`config.mk`:
```
export PLATFORM = sky130hd
export DESIGN_NAME = interconn_recv_buf_flat
export DESIGN_NICKNAME = d
export VERILOG_FILES = /design/src/rtl/interconn_pkg.sv /design/src/rtl/interconn_recv_buf_if.sv /design/src/rtl/interconn_fifo.sv /design/src/rtl/interconn_recv_buf.sv /design/src/flat_wrapper.sv
export SDC_FILE = /design/constraint.sdc
export NUM_CORES = 1
export LEC_CHECK = 0
export CORE_MARGIN = 10
export CORE_UTILIZATION = 52
export CTS_BUF_LIST = sky130_fd_sc_hd__clkbuf_2 sky130_fd_sc_hd__clkbuf_4 sky130_fd_sc_hd__clkbuf_8
export DETAILED_ROUTE_END_ITERATION = 6
export PLACE_DENSITY_LB_ADDON = 0.12
export SYNTH_ARGS = -nofsm -noshare
export SYNTH_HDL_FRONTEND = slang
export SYNTH_SLANG_ARGS = --single-unit
```
`constraint.sdc`:
```
create_clock -name clk -period 3.4 [get_ports clk]
set_clock_uncertainty 0.2 [all_clocks]
set_input_delay 0.68 -clock clk [delete_from_list [all_inputs] [get_ports clk]]
set_output_delay 0.68 -clock clk [all_outputs]
set_load 0.005 [all_outputs]
```
`src/rtl/interconn_pkg.sv`:
```
// Shared types and widths for the interconnect receive path.
package interconn_pkg;

  localparam int N     = 8;
  localparam int W     = 64;
  localparam int BADDR = 15;

  typedef struct packed {
    logic [BADDR-1:0] addr;
    logic [W-1:0]     word;
    logic [N-1:0]     from;
  } recv_entry_t;

  // True when exactly one bit of the source vector is set.
  function automatic logic is_onehot(input logic [N-1:0] v);
    return (v != '0) && ((v & (v - N'(1))) == '0);
  endfunction

endpackage

```
`src/rtl/interconn_recv_buf_if.sv`:
```
// Receive-side bus: interconnect slice in, MVU data-memory write port out.
interface interconn_recv_buf_if;

  logic                            in_en;
  logic [interconn_pkg::BADDR-1:0] in_addr;
  logic [interconn_pkg::W-1:0]     in_word;
  logic [interconn_pkg::N-1:0]     in_from;
  logic                            mem_busy;
  logic                            mem_we;
  logic [interconn_pkg::BADDR-1:0] mem_addr;
  logic [interconn_pkg::W-1:0]     mem_word;
  logic [interconn_pkg::N-1:0]     mem_from;

  modport master (
    output in_en, in_addr, in_word, in_from, mem_busy,
    input  mem_we, mem_addr, mem_word, mem_from
  );

  modport slave (
    input  in_en, in_addr, in_word, in_from, mem_busy,
    output mem_we, mem_addr, mem_word, mem_from
  );

endinterface

```
`src/rtl/interconn_fifo.sv`:
```
// Small synchronous FIFO of received entries; occupancy is tracked explicitly
// so full/empty never depend on pointer comparison.
module interconn_fifo
  import interconn_pkg::*;
#(
  parameter  int DEPTH = 4,
  localparam int PW    = $clog2(DEPTH),
  localparam int LW    = PW + 1
) (
  input  logic          clk,
  input  logic          clr_n,
  input  logic          push,
  input  logic          pop,
  input  recv_entry_t   wr_data,
  output recv_entry_t   rd_data,
  output logic [LW-1:0] level
);

  recv_entry_t   mem [DEPTH];
  logic [PW-1:0] wptr;
  logic [PW-1:0] rptr;

  // NOTE: state uses non-blocking assignments so every register samples pre-edge values.
  always_ff @(posedge clk) begin
    if (!clr_n) begin
      wptr  <= '0;
      rptr  <= '0;
      level <= '0;
    end else begin
      if (push) wptr <= wptr + PW'(1);
      if (pop)  rptr <= rptr + PW'(1);
      if (push && !pop)      level <= level + LW'(1);
      else if (pop && !push) level <= level - LW'(1);
    end
  end

  // NOTE: storage is not reset; level=0 already marks every entry invalid.
  always_ff @(posedge clk) begin
    if (push) mem[wptr] <= wr_data;
  end

  assign rd_data = mem[rptr];

endmodule

```
`src/rtl/interconn_recv_buf.sv`:
```
// Buffers interconnect words and drains them into MVU data memory whenever
// the local write-back leaves the port free; tracks drops and bad sources.
module interconn_recv_buf
  import interconn_pkg::*;
#(
  parameter  int DEPTH = 4,
  parameter  int CNTW  = 16,
  localparam int LW    = $clog2(DEPTH) + 1
) (
  input  logic                 clk,
  input  logic                 clr_n,
  interconn_recv_buf_if.slave  bus,
  input  logic                 err_clr,
  output logic [LW-1:0]        level,
  output logic                 ovf,
  output logic                 src_err,
  output logic [CNTW-1:0]      rx_cnt
);

  localparam logic [LW-1:0] FULL_LVL = LW'(DEPTH);

  logic        full;
  logic        pop;
  logic        push;
  recv_entry_t in_entry;
  recv_entry_t head;
  recv_entry_t out_q;
  logic        we_q;

  // A full FIFO still accepts when the head leaves at the same edge.
  assign full     = (level == FULL_LVL);
  assign pop      = (level != '0) && !bus.mem_busy;
  assign push     = bus.in_en && (!full || pop);
  assign in_entry = '{addr: bus.in_addr, word: bus.in_word, from: bus.in_from};

  interconn_fifo #(.DEPTH(DEPTH)) u_fifo (
    .clk     (clk),
    .clr_n   (clr_n),
    .push    (push),
    .pop     (pop),
    .wr_data (in_entry),
    .rd_data (head),
    .level   (level)
  );

  always_ff @(posedge clk) begin
    if (!clr_n) begin
      we_q    <= 1'b0;
      out_q   <= '0;
      ovf     <= 1'b0;
      src_err <= 1'b0;
      rx_cnt  <= '0;
    end else begin
      we_q <= pop;
      if (pop) out_q <= head;

      // A new error in the same cycle as err_clr must not be lost.
      if (bus.in_en && !push) ovf <= 1'b1;
      else if (err_clr)       ovf <= 1'b0;

      if (bus.in_en && !is_onehot(bus.in_from)) src_err <= 1'b1;
      else if (err_clr)                         src_err <= 1'b0;

      if (push && (rx_cnt != '1)) rx_cnt <= rx_cnt + CNTW'(1);
    end
  end

  assign bus.mem_we   = we_q;
  assign bus.mem_addr = out_q.addr;
  assign bus.mem_word = out_q.word;
  assign bus.mem_from = out_q.from;

endmodule
```
`src/flat_wrapper.sv`:
```
// flat-port wrapper written by rule: the top's interface ports become plain ports
module interconn_recv_buf_flat import interconn_pkg::*;
#(
  parameter  int DEPTH = 4,
  parameter  int CNTW  = 16,
  localparam int LW    = $clog2(DEPTH) + 1
)
  (clk, clr_n, err_clr, level, ovf, src_err, rx_cnt, bus_in_en, bus_in_addr, bus_in_word, bus_in_from, bus_mem_busy, bus_mem_we, bus_mem_addr, bus_mem_word, bus_mem_from);
  interconn_recv_buf_if bus_i ();
  input  logic clk;
  input  logic clr_n;
  input  logic err_clr;
  output logic [LW-1:0] level;
  output logic ovf;
  output logic src_err;
  output logic [CNTW-1:0] rx_cnt;
  input wire logic [$bits(bus_i.in_en)-1:0] bus_in_en;
  input wire logic [$bits(bus_i.in_addr)-1:0] bus_in_addr;
  input wire logic [$bits(bus_i.in_word)-1:0] bus_in_word;
  input wire logic [$bits(bus_i.in_from)-1:0] bus_in_from;
  input wire logic [$bits(bus_i.mem_busy)-1:0] bus_mem_busy;
  output wire logic [$bits(bus_i.mem_we)-1:0] bus_mem_we;
  output wire logic [$bits(bus_i.mem_addr)-1:0] bus_mem_addr;
  output wire logic [$bits(bus_i.mem_word)-1:0] bus_mem_word;
  output wire logic [$bits(bus_i.mem_from)-1:0] bus_mem_from;
  assign bus_i.in_en = bus_in_en;
  assign bus_i.in_addr = bus_in_addr;
  assign bus_i.in_word = bus_in_word;
  assign bus_i.in_from = bus_in_from;
  assign bus_i.mem_busy = bus_mem_busy;
  assign bus_mem_we = bus_i.mem_we;
  assign bus_mem_addr = bus_i.mem_addr;
  assign bus_mem_word = bus_i.mem_word;
  assign bus_mem_from = bus_i.mem_from;
  interconn_recv_buf #(.DEPTH(DEPTH), .CNTW(CNTW)) u_core (.clk(clk), .clr_n(clr_n), .bus(bus_i), .err_clr(err_clr), .level(level), .ovf(ovf), .src_err(src_err), .rx_cnt(rx_cnt));
endmodule
```
==> results of run 1 <==
## cells in the mapped netlist (all sizes together)
cell,n,area [sq um]
edfxtp,348,10450
nand2,189,709.4
dfxtp,113,2262
a21oi,97,485.5
mux4,87,1959
clkbuf,31,116.4
buf,21,131.4
inv,12,45.04
nand2b,10,62.56
mux2i,8,80.08
a211oi,7,52.55
and3,7,45.05
nor2,7,26.28
o21ai,7,35.03
ha,6,75.07
nand3,6,30.03
xnor2,5,43.79
nand4,4,55.05
nor3,4,20.02
o31ai,4,30.03
or4,4,30.03
and4,3,26.28
nor4,3,33.78
or3,3,18.77
nor3b,2,15.01
xor2,2,17.52
a31oi,1,6.260
a41o,1,10.01
and2,1,6.260
bufbuf,1,18.77
dlygate4sd1,1,8.760
fa,1,20.02
nand4b,1,8.760
nand4bb,1,11.26
o211ai,1,7.510
o22ai,1,6.260
o41ai,1,8.760
or2,1,6.260
## sequential cells by signal (all words and copies together), names as in the netlist
signal and count:
u_core.ovf 1, u_core.u_fifo.level 3, u_core.bus.mem_word 64, u_core.u_fifo.rptr 2, u_core.bus.mem_from 8, u_core.bus.mem_addr 15, u_core.src_err 1, u_core.u_fifo.wptr 2
u_core.bus.mem_we 1, u_core.rx_cnt 16, u_core.u_fifo.mem 348
## routing by layer
| layer | vias up | routed length [um] | track usage |
|---|---|---|---|
| li1 | 4342 | - | - |
| met1 | 4659 | 15450 | 0.2274 |
| met2 | 259 | 17430 | 0.2882 |
| met3 | 73 | 2445 | 0.04906 |
| met4 | 8 | 926 | 0.06789 |
| met5 | - | 51 | 0 |
## final cells by class
| class | count | area [sq um] |
|---|---|---|
| inverter | 12 | 48.80 |
| antenna | 5 | 12.51 |
| clock inverter | 23 | 117.6 |
| clock buffer | 111 | 1353 |
| timing repair buffer | 226 | 2385 |
| multi-input combinational | 475 | 3970 |
| fill | 2385 | 11210 |
| tap | 442 | 553.0 |
| sequential | 461 | 12720 |
## worst max-delay path, delay by kind of cell
kind,cells,cell delay [ps]
xor+xnor,1,160
compound gates,1,170
simple gates,3,570
fa+ha+maj,2,570
buf+inv,3,680
## logic make-up (layout without fill, tap and decap cells)
| family | after synthesis | count (layout) | synth area share |
|---|---|---|---|
| AOI/OAI and AO/OA | 120 | 120 | 0.03781 |
| xor gates and xnor gates | 7 | 7 | 0.003612 |
| adders and majority gates | 7 | 7 | 0.005602 |
| buffers and inverters | 66 | 372 | 0.01887 |
| DFF | 461 | 461 | 0.7489 |
| muxes | 95 | 95 | 0.1201 |
| other | 0 | 5 | 0 |
| and+or+nand+nor | 246 | 246 | 0.06509 |
## metrics by stage
stage / cell area (sq um) / total power, mW / hold WS [ps] / std cells
2_1_floorplan: 16980 / 9.032 / 249.6 / 1002
3_3_place_gp: 19680 / 10.46 / 242.4 / 1616
3_5_place_dp: 19680 / 10.52 / 245.9 / 1616
4_1_cts: 21150 / 15.16 / 253.8 / 1750
5_1_grt: 21150 / 15.68 / 269.0 / 1751
6_report: 21160 / 14.92 / 251.0 / 1755
## how the worst min path moves through the flow
stage | startpoint | end | slack, ps | cells after the start
after detailed placement | u_core.bus.mem_word[0] | u_core.bus.mem_word[0] | 250 | 2
after global placement | u_core.bus.mem_word[42] | u_core.bus.mem_word[42] | 240 | 2
after floorplan | u_core.bus.mem_word[42] | u_core.bus.mem_word[42] | 250 | 2
after CTS | u_core.bus.mem_word[0] | u_core.bus.mem_word[0] | 250 | 2
after global routing | u_core.bus.mem_word[34] | u_core.bus.mem_word[34] | 270 | 2
final | u_core.bus.mem_word[0] | u_core.bus.mem_word[0] | 250 | 2
## power by group
| group | switching, mW | internal, mW | total [mW] |
|---|---|---|---|
| combinational | 1.57 | 1.69 | 3.26 |
| sequential | 0.331 | 6.74 | 7.07 |
| clock | 2.05 | 2.55 | 4.60 |
## placed cells by master, fill, tap and decap left out, drive strengths merged, types with 2 or more instances in the layout
| cell | count |
|---|---|
| clkdlybuf4s50 | 200 |
| o21ai | 7 |
| nor4 | 3 |
| nand2 | 189 |
| dfxtp | 113 |
| clkbuf | 111 |
| buf | 26 |
| nand4 | 4 |
| inv | 13 |
| nor2 | 7 |
| and4 | 3 |
| or4 | 4 |
| nor3b | 2 |
| nand3 | 6 |
| nand2b | 10 |
| a211oi | 7 |
| a21oi | 97 |
| and3 | 7 |
| mux4 | 87 |
| diode | 5 |
| mux2i | 8 |
| ha | 6 |
| edfxtp | 348 |
| xnor2 | 5 |
| nor3 | 4 |
| or3 | 3 |
| clkinv | 21 |
| xor2 | 2 |
| o31ai | 4 |
==> impl_metrics.json, run 1 <==
{
  "rr_startpoint": "u_core.u_fifo.level[0]",
  "post_cts_buffers": 0,
  "drt_iter0_drc": 463,
  "r2r-end": "u_core.u_fifo.level[2]",
  "first_pass_iters": 5,
  "gp_routability_congestion": 0.7897,
  "io_pins": 201,
  "dr_total_vias": 9341,
  "die_h_um": 200.7,
  "syn_area_per_cell_sq_um": 16.94,
  "slew_viol_final": 0,
  "grt_start_max_net_pins": 89,
  "ir_worst_vdd_v": 0.0004477,
  "numCtsBuffers": 74,
  "routed_wl_mm": 36.31,
  "io_buffers": 200,
  "fin_ws_ps": 859.4,
  "tns_ps": 0,
  "clockRootBuffer": "clkbuf_8",
  "cts_resized": 0,
  "endpoint": "u_core.u_fifo.level[2]",
  "maxCapViolations": 0,
  "p_leak_nw": 6.874,
  "cts.sinks": 461,
  "crit_type": "in2reg",
  "fin_nets": 1349,
  "crit_start": "bus_mem_busy",
  "reg2regPathDepth": 9,
  "ys_types": 44,
  "hold_viol_final": 0,
  "fin_crit_sh": 0.7472,
  "syn_area_sq_um": 16980,
  "grt_antenna_before_repair": 8,
  "grt_use_total": 0.1787,
  "start_util": 0.5244,
  "ys_ff_latch": 461,
  "setup_violations": 0,
  "netlist_instances": 1002,
  "pre_cts_slack_ps": 361.7,
  "worst_skew_pair.late_latency_ps": 580,
  "slowest_delay_ps": 490,
  "grt_pass1_wl_mm": 56.35,
  "core_area_sq_um": 32370,
  "wl_per_cell_um": 20.69,
  "layout-drive-gt1-share": 0.1881,
  "fmax_ghz": 0.3936,
  "pwr_density_cell_nw_per_um2": 705.1,
  "final_antenna_net_count": 0,
  "ys_seq_area_frac": 0.7489,
  "ctsHoldBuffers": 0,
  "worst_path_max_delay_cell": "clkdlybuf4s50_1",
  "crit_chain": "clkdlybuf4s50_1 > nand4bb_1 > nand2_1 > inv_1 > ha_1 > inv_1 > fa_1 > xor2_1 > or3_1 > a21oi_1",
  "drc": 0,
  "hold_path_class": "reg2reg",
  "path_max_fanout": 3,
  "startpoint_type": "input port",
  "place_hpwl_mm": 21.68,
  "period_minus_slack_ps": 2541,
  "clockBufferDepth": 3,
  "worst_pin_slew_ps": 1145,
  "syn2layout_area_growth_pct": 24.65,
  "path_common_cell": "inv_1",
  "r2r_slack_ps": 930,
  "final_core_util": 0.6536,
  "grt-ovfl-total": 0,
  "syn_nets": 1101,
  "rsz0062_at_grt": "false",
  "status": "completed",
  "htreeDepth": 3,
  "die_area_sq_um": 40270,
  "viasPerCell": 5.323,
  "end_kind": "flip-flop",
  "yosysWarnings": 0,
  "cp.required_ps": 3690,
  "die-width_um": 200.7,
  "rows": 66,
  "maxSlewHeadroom": 0.2364,
  "clk_pin_slew_ps": 60,
  "tritoncts": "built",
  "cp.arrival_ps": 2830,
  "first_global_vias": 9891
}
(Power assumes the default switching activity.)
==> run 2: changes to the inputs <==
--- a/config.mk
+++ b/config.mk
@@ -6,7 +6,7 @@
 export NUM_CORES = 1
 export LEC_CHECK = 0
 export CORE_MARGIN = 10
-export CORE_UTILIZATION = 52
+export CORE_UTILIZATION = 58
 export CTS_BUF_LIST = sky130_fd_sc_hd__clkbuf_2 sky130_fd_sc_hd__clkbuf_4 sky130_fd_sc_hd__clkbuf_8
 export DETAILED_ROUTE_END_ITERATION = 6
 export PLACE_DENSITY_LB_ADDON = 0.12
==> constraint.sdc (replaced) <==
create_clock -name clk -period 2.6 [get_ports clk]
set_clock_uncertainty 0.2 [all_clocks]
set_input_delay 0.52 -clock clk [delete_from_list [all_inputs] [get_ports clk]]
set_output_delay 0.52 -clock clk [all_outputs]
set_load 0.005 [all_outputs]
==> run 2 against run 1 <==
Global-route usage increased by 1.8 points; sequential share of layout area decreased by 0.10 points; non-clock buffer count up 10; critical path depth is the same; via count fell by 0.24%; sequential power is 30% higher; count of clock-buffer cells in the layout decreased by 1; utilization increased by 8.3 points; final cell count is 2.9% lower; clock power up 31%; register-to-register slack worse by 760 ps; combinational power is 33% higher.
==> impl_metrics.json, run 2 (synthesis results as in run 1) <==
{
  "power_mw": 19.56,
  "die_area_sq_um": 36510,
  "core_area_sq_um": 28780,
  "fmax_ghz": 0.4110,
  "dr_total_vias": 9319,
  "numCtsBuffers": 72,
  "period_minus_slack_ps": 2433,
  "final_antenna_net_count": 0,
  "place_hpwl_mm": 21.60,
  "start_util": 0.5898,
  "die_h_um": 191.1,
  "hold_viol_final": 0,
  "routed_wl_mm": 35.45,
  "fill_cells": 1805,
  "htreeDepth": 3,
  "clockBufferDepth": 3,
  "status": "completed",
  "rsz0062_at_grt": "false",
  "grt_pass1_wl_mm": 55.52,
  "regMostFlops": "u_core.u_fifo.mem",
  "first_global_vias": 10080,
  "tritoncts": "built",
  "syn2layout_area_growth_pct": 24.86,
  "cp.arrival_ps": 2730,
  "cp.required_ps": 2900,
  "p_leak_nw": 6.939,
  "final_cell_mix": "edfxtp_1, clkdlybuf4s50_1, nand2_1, dfxtp_1, a21oi_1",
  "rows": 62,
  "path_max_fanout": 4,
  "layout-drive-gt1-share": 0.1959,
  "grt_start_max_net_pins": 86,
  "largest_reg_flops": 348,
  "worst_path_max_delay_cell": "fa_1",
  "fin_nets": 1357,
  "ctsHoldBuffers": 0,
  "worst_pin_slew_ps": 544.1,
  "slew_viol_final": 0,
  "drt_iter0_drc": 553,
  "wl_per_cell_um": 20.80,
  "drc": 0,
  "whs_ps": 249.5,
  "gp_routability_congestion": 0.8017,
  "crit_type": "reg2reg",
  "maxSlewHeadroom": 0.6346,
  "cts_resized": 0,
  "clockRootBuffer": "clkbuf_8",
  "end_kind": "flip-flop",
  "post_cts_buffers": 0,
  "crit_chain": "buf_4 > nor3_1 > nor2_4 > clkinv_2 > ha_1 > inv_1 > fa_1 > xor2_1 > or3_1 > a21oi_1",
  "die-width_um": 191.1,
  "setup_violations": 0,
  "slowest_delay_ps": 380,
  "io_buffers": 200,
  "hold_path_class": "reg2reg",
  "cts.sinks": 461,
  "pwr_density_cell_nw_per_um2": 923.0,
  "clk_pin_slew_ps": 60,
  "first_pass_iters": 4,
  "maxCapViolations": 0,
  "startpoint_type": "flip-flop",
  "final_common_cell": "edfxtp_1",
  "grt_use_total": 0.1964,
  "grt-ovfl-total": 0,
  "viasPerCell": 5.469,
  "io_pins": 201,
  "fin_crit_sh": 0.9359,
  "worst_skew_pair.late_latency_ps": 570,
  "grt_antenna_before_repair": 3,
  "ir_worst_vdd_v": 0.0006437
}
[run 2: routing by layer]
metal  share of wire  track usage  wire length [um]
met2            0.50       0.3281             17840
met4           0.012      0.05739               409
met3           0.060      0.05120              2142
met5         0.00037            0                13
met1            0.42       0.2494             15050
[run 2: path summary, 6_finish.rpt]
kind,startpoint,end,slack (ps),depth (start not counted)
worst max-delay path,u_core.u_fifo.level[0],u_core.u_fifo.level[2],170,10
worst min-delay path,u_core.bus.mem_word[1],u_core.bus.mem_word[1],250,2
worst max register to register,u_core.u_fifo.level[0],u_core.u_fifo.level[2],170,10
worst min register to register,u_core.bus.mem_word[1],u_core.bus.mem_word[1],250,2
[run 2: worst max-delay path, delay by kind of cell, from the launching register on]
family,cells,cell delay (ps)
and+or+nand+nor,3,740
adders and majority gates,2,540
DFF,1,310
buffers and inverters,3,270
xor gates and xnor gates,1,170
AOI/OAI and AO/OA,1,140
[run 2: per-stage QoR]
| step | std cells | util | cell area, sq um | setup WS [ps] | TNS [ps] |
|---|---|---|---|---|---|
| 2_1_floorplan | 1002 | - | 16980 | 23.78 | 0 |
| 3_3_place_gp | 1568 | 0.6851 | 19720 | -73.25 | -73.25 |
| 3_5_place_dp | 1568 | 0.6851 | 19720 | -157.2 | -157.2 |
| 4_1_cts | 1701 | 0.7362 | 21190 | 159.6 | 0 |
| 5_1_grt | 1701 | 0.7362 | 21190 | 46.31 | 0 |
| 6_report | 1704 | 0.7365 | 21200 | 166.6 | 0 |
[run 2: power breakdown]
| part | total (mW) | switching, mW | internal [mW] |
|---|---|---|---|
| Clock | 6.03 | 2.65 | 3.38 |
| Combinational | 4.35 | 2.08 | 2.27 |
| Sequential | 9.19 | 0.382 | 8.81 |
| Total | 19.6 | 5.11 | 14.5 |
[run 2: layout make-up]
| type | instances | area [sq um] | area share |
|---|---|---|---|
| sequential | 461 | 12720 | 0.6001 |
| antenna | 3 | 7.507 | 0.0003542 |
| inverter | 12 | 48.80 | 0.002302 |
| clock inverter | 23 | 145.1 | 0.006848 |
| tap | 384 | 480.5 | 0.02267 |
| timing repair buffer | 236 | 2497 | 0.1178 |
| multi-input combinational | 475 | 3970 | 0.1873 |
| clock buffer | 110 | 1326 | 0.06257 |
==> run 3: changes to the inputs <==
--- a/config.mk
+++ b/config.mk
@@ -10,6 +10,7 @@
 export CTS_BUF_LIST = sky130_fd_sc_hd__clkbuf_2 sky130_fd_sc_hd__clkbuf_4 sky130_fd_sc_hd__clkbuf_8
 export DETAILED_ROUTE_END_ITERATION = 6
 export PLACE_DENSITY_LB_ADDON = 0.12
+export REMOVE_ABC_BUFFERS = 1
 export SYNTH_ARGS = -nofsm -noshare
 export SYNTH_HDL_FRONTEND = slang
 export SYNTH_SLANG_ARGS = --single-unit
==> run 3 against run 2 <==
Hold slack improved by 1.5 ps; wire length fell by 0.24%; worst setup slack improved by 140 ps; register-to-register slack improved by 140 ps; clock power rose by 1%; critical path depth fell by 1; global-route usage fell by 0.28 points.
==> impl_metrics.json, run 3 (synthesis results as in run 1) <==
{
  "seqPwrFrac": 0.469,
  "fmax_ghz": 0.4365,
  "hold_path_class": "reg2reg",
  "fin_ws_ps": 309.1,
  "crit_chain": "nor3_1 > nor2_4 > clkinv_2 > ha_1 > inv_1 > fa_1 > xor2_1 > or3_1 > a21oi_1",
  "rsz0062_at_grt": "false",
  "p_leak_nw": 6.934,
  "viasPerCell": 5.574,
  "final_antenna_net_count": 0,
  "end_kind": "flip-flop",
  "clockBufferDepth": 3,
  "die_area_sq_um": 36510,
  "cp.required_ps": 2910,
  "placed_area_sq_um": 19700,
  "path_max_fanout": 5,
  "grt-ovfl-total": 0,
  "crit_type": "reg2reg",
  "dr_total_vias": 9475,
  "ir_worst_vdd_v": 0.0005570,
  "cp.arrival_ps": 2600,
  "tritoncts": "built",
  "startpoint_type": "flip-flop",
  "regMostFlops": "u_core.u_fifo.mem",
  "hold_depth": 2,
  "status": "completed",
  "tns_ps": 0,
  "pre_cts_slack_ps": -145.8,
  "maxSlewHeadroom": 0.4564,
  "die_h_um": 191.1,
  "drt_iter0_drc": 554,
  "reg2regPathDepth": 9,
  "routed_wl_mm": 35.37,
  "diodes": 0,
  "power_mw": 19.59,
  "syn2layout_area_growth_pct": 24.83,
  "power_frac_comb": 0.221,
  "clockRootBuffer": "clkbuf_8",
  "maxCapViolations": 0,
  "grt_pass1_wl_mm": 55.24,
  "io_buffers": 200,
  "whs_ps": 251.1,
  "gp_routability_congestion": 0.7449,
  "switchingPower_mw": 5.122,
  "layout-drive-gt1-share": 0.1968,
  "worst_pin_slew_ps": 815.4,
  "grt_start_max_net_pins": 89,
  "numCtsBuffers": 74,
  "p_clk_frac": 0.311,
  "io_pins": 201,
  "start_util": 0.5898,
  "first_pass_iters": 4,
  "core_area_sq_um": 28780,
  "slew_viol_final": 0,
  "die-width_um": 191.1,
  "worst_path_max_delay_cell": "nor3_1",
  "hold_viol_final": 0,
  "setup_violations": 0,
  "fin_nets": 1358,
  "first_global_vias": 9925,
  "rows": 62,
  "worst_skew_pair.late_latency_ps": 580,
  "switching_share": 0.2615,
  "clk_pin_slew_ps": 60,
  "p_int_mw": 14.47,
  "grt_antenna_before_repair": 2,
  "ctsHoldBuffers": 0,
  "slowest_delay_ps": 390,
  "cts.sinks": 461,
  "pwr_density_cell_nw_per_um2": 924.4,
  "period_minus_slack_ps": 2291,
  "final_cell_mix": "edfxtp_1, clkdlybuf4s50_1, nand2_1, dfxtp_1, a21oi_1",
  "drc": 0,
  "fin_crit_sh": 0.8811,
  "largest_reg_flops": 348,
  "grt_use_total": 0.1935,
  "final_common_cell": "edfxtp_1",
  "wl_per_cell_um": 20.80,
  "htreeDepth": 3,
  "final_cell_area_sq_um": 21190,
  "place_hpwl_mm": 21.21
}
-- run 3: final cells by class --
cell class / instances / area [sq um]
Clock buffer: 115 / 1389
Clock inverter: 18 / 101.3
Fill cell: 1836 / 7590
Inverter: 12 / 48.80
Multi-Input combinational cell: 475 / 3970
Sequential cell: 461 / 12720
Tap cell: 384 / 480.5
Timing Repair Buffer: 235 / 2481
-- run 3: what timing repair did --
item | 4_1_cts | 5_1_grt
setup buffers | 0 | 0
gates resized for setup | 0 | 1
endpoints found under the setup margin | 0 | 1
endpoints found under the hold margin | 0 | 0
-- run 3: final timing paths --
path                      startpoint                 endpoint  slack (ps)
max reg2reg   u_core.u_fifo.level[2]   u_core.u_fifo.level[2]         310
min reg2reg  u_core.bus.mem_word[50]  u_core.bus.mem_word[50]         250
min          u_core.bus.mem_word[50]  u_core.bus.mem_word[50]         250
max           u_core.u_fifo.level[2]   u_core.u_fifo.level[2]         310
-- run 3: critical path: cells and delay by family (launching register included) --
family / cells / cell delay [ps]
buf+inv: 2 / 110
flops: 1 / 350
simple gates: 3 / 750
xor+xnor: 1 / 150
compound gates: 1 / 140
fa+ha+maj: 2 / 520
-- run 3: routing by layer --
layer | vias up | wire, um | GRT usage
met2 | 250 | 18000 | 0.3254
met4 | 2 | 685 | 0.06190
met5 | - | 13 | 0
met3 | 67 | 2231 | 0.04829
met1 | 4791 | 14440 | 0.2432
li1 | 4365 | - | -
-- run 3: metrics by stage --
stage,std cells,utilization
after floorplan,948,-
after global placement,1567,0.6844
after detailed placement,1567,0.6844
after CTS,1700,0.7362
after global routing,1700,0.7363
final,1700,0.7363
-- run 3: power by group through the flow --
| stage | registers [mW] | logic (mW) | clock network, mW |
|---|---|---|---|
| after floorplan | 9.56 | 2.19 | 0 |
| after global placement | 9.31 | 4.36 | 0 |
| after detailed placement | 9.34 | 4.42 | 0 |
| after CTS | 9.19 | 4.43 | 6.22 |
| after global routing | 9.26 | 4.74 | 6.55 |
| final | 9.18 | 4.32 | 6.09 |
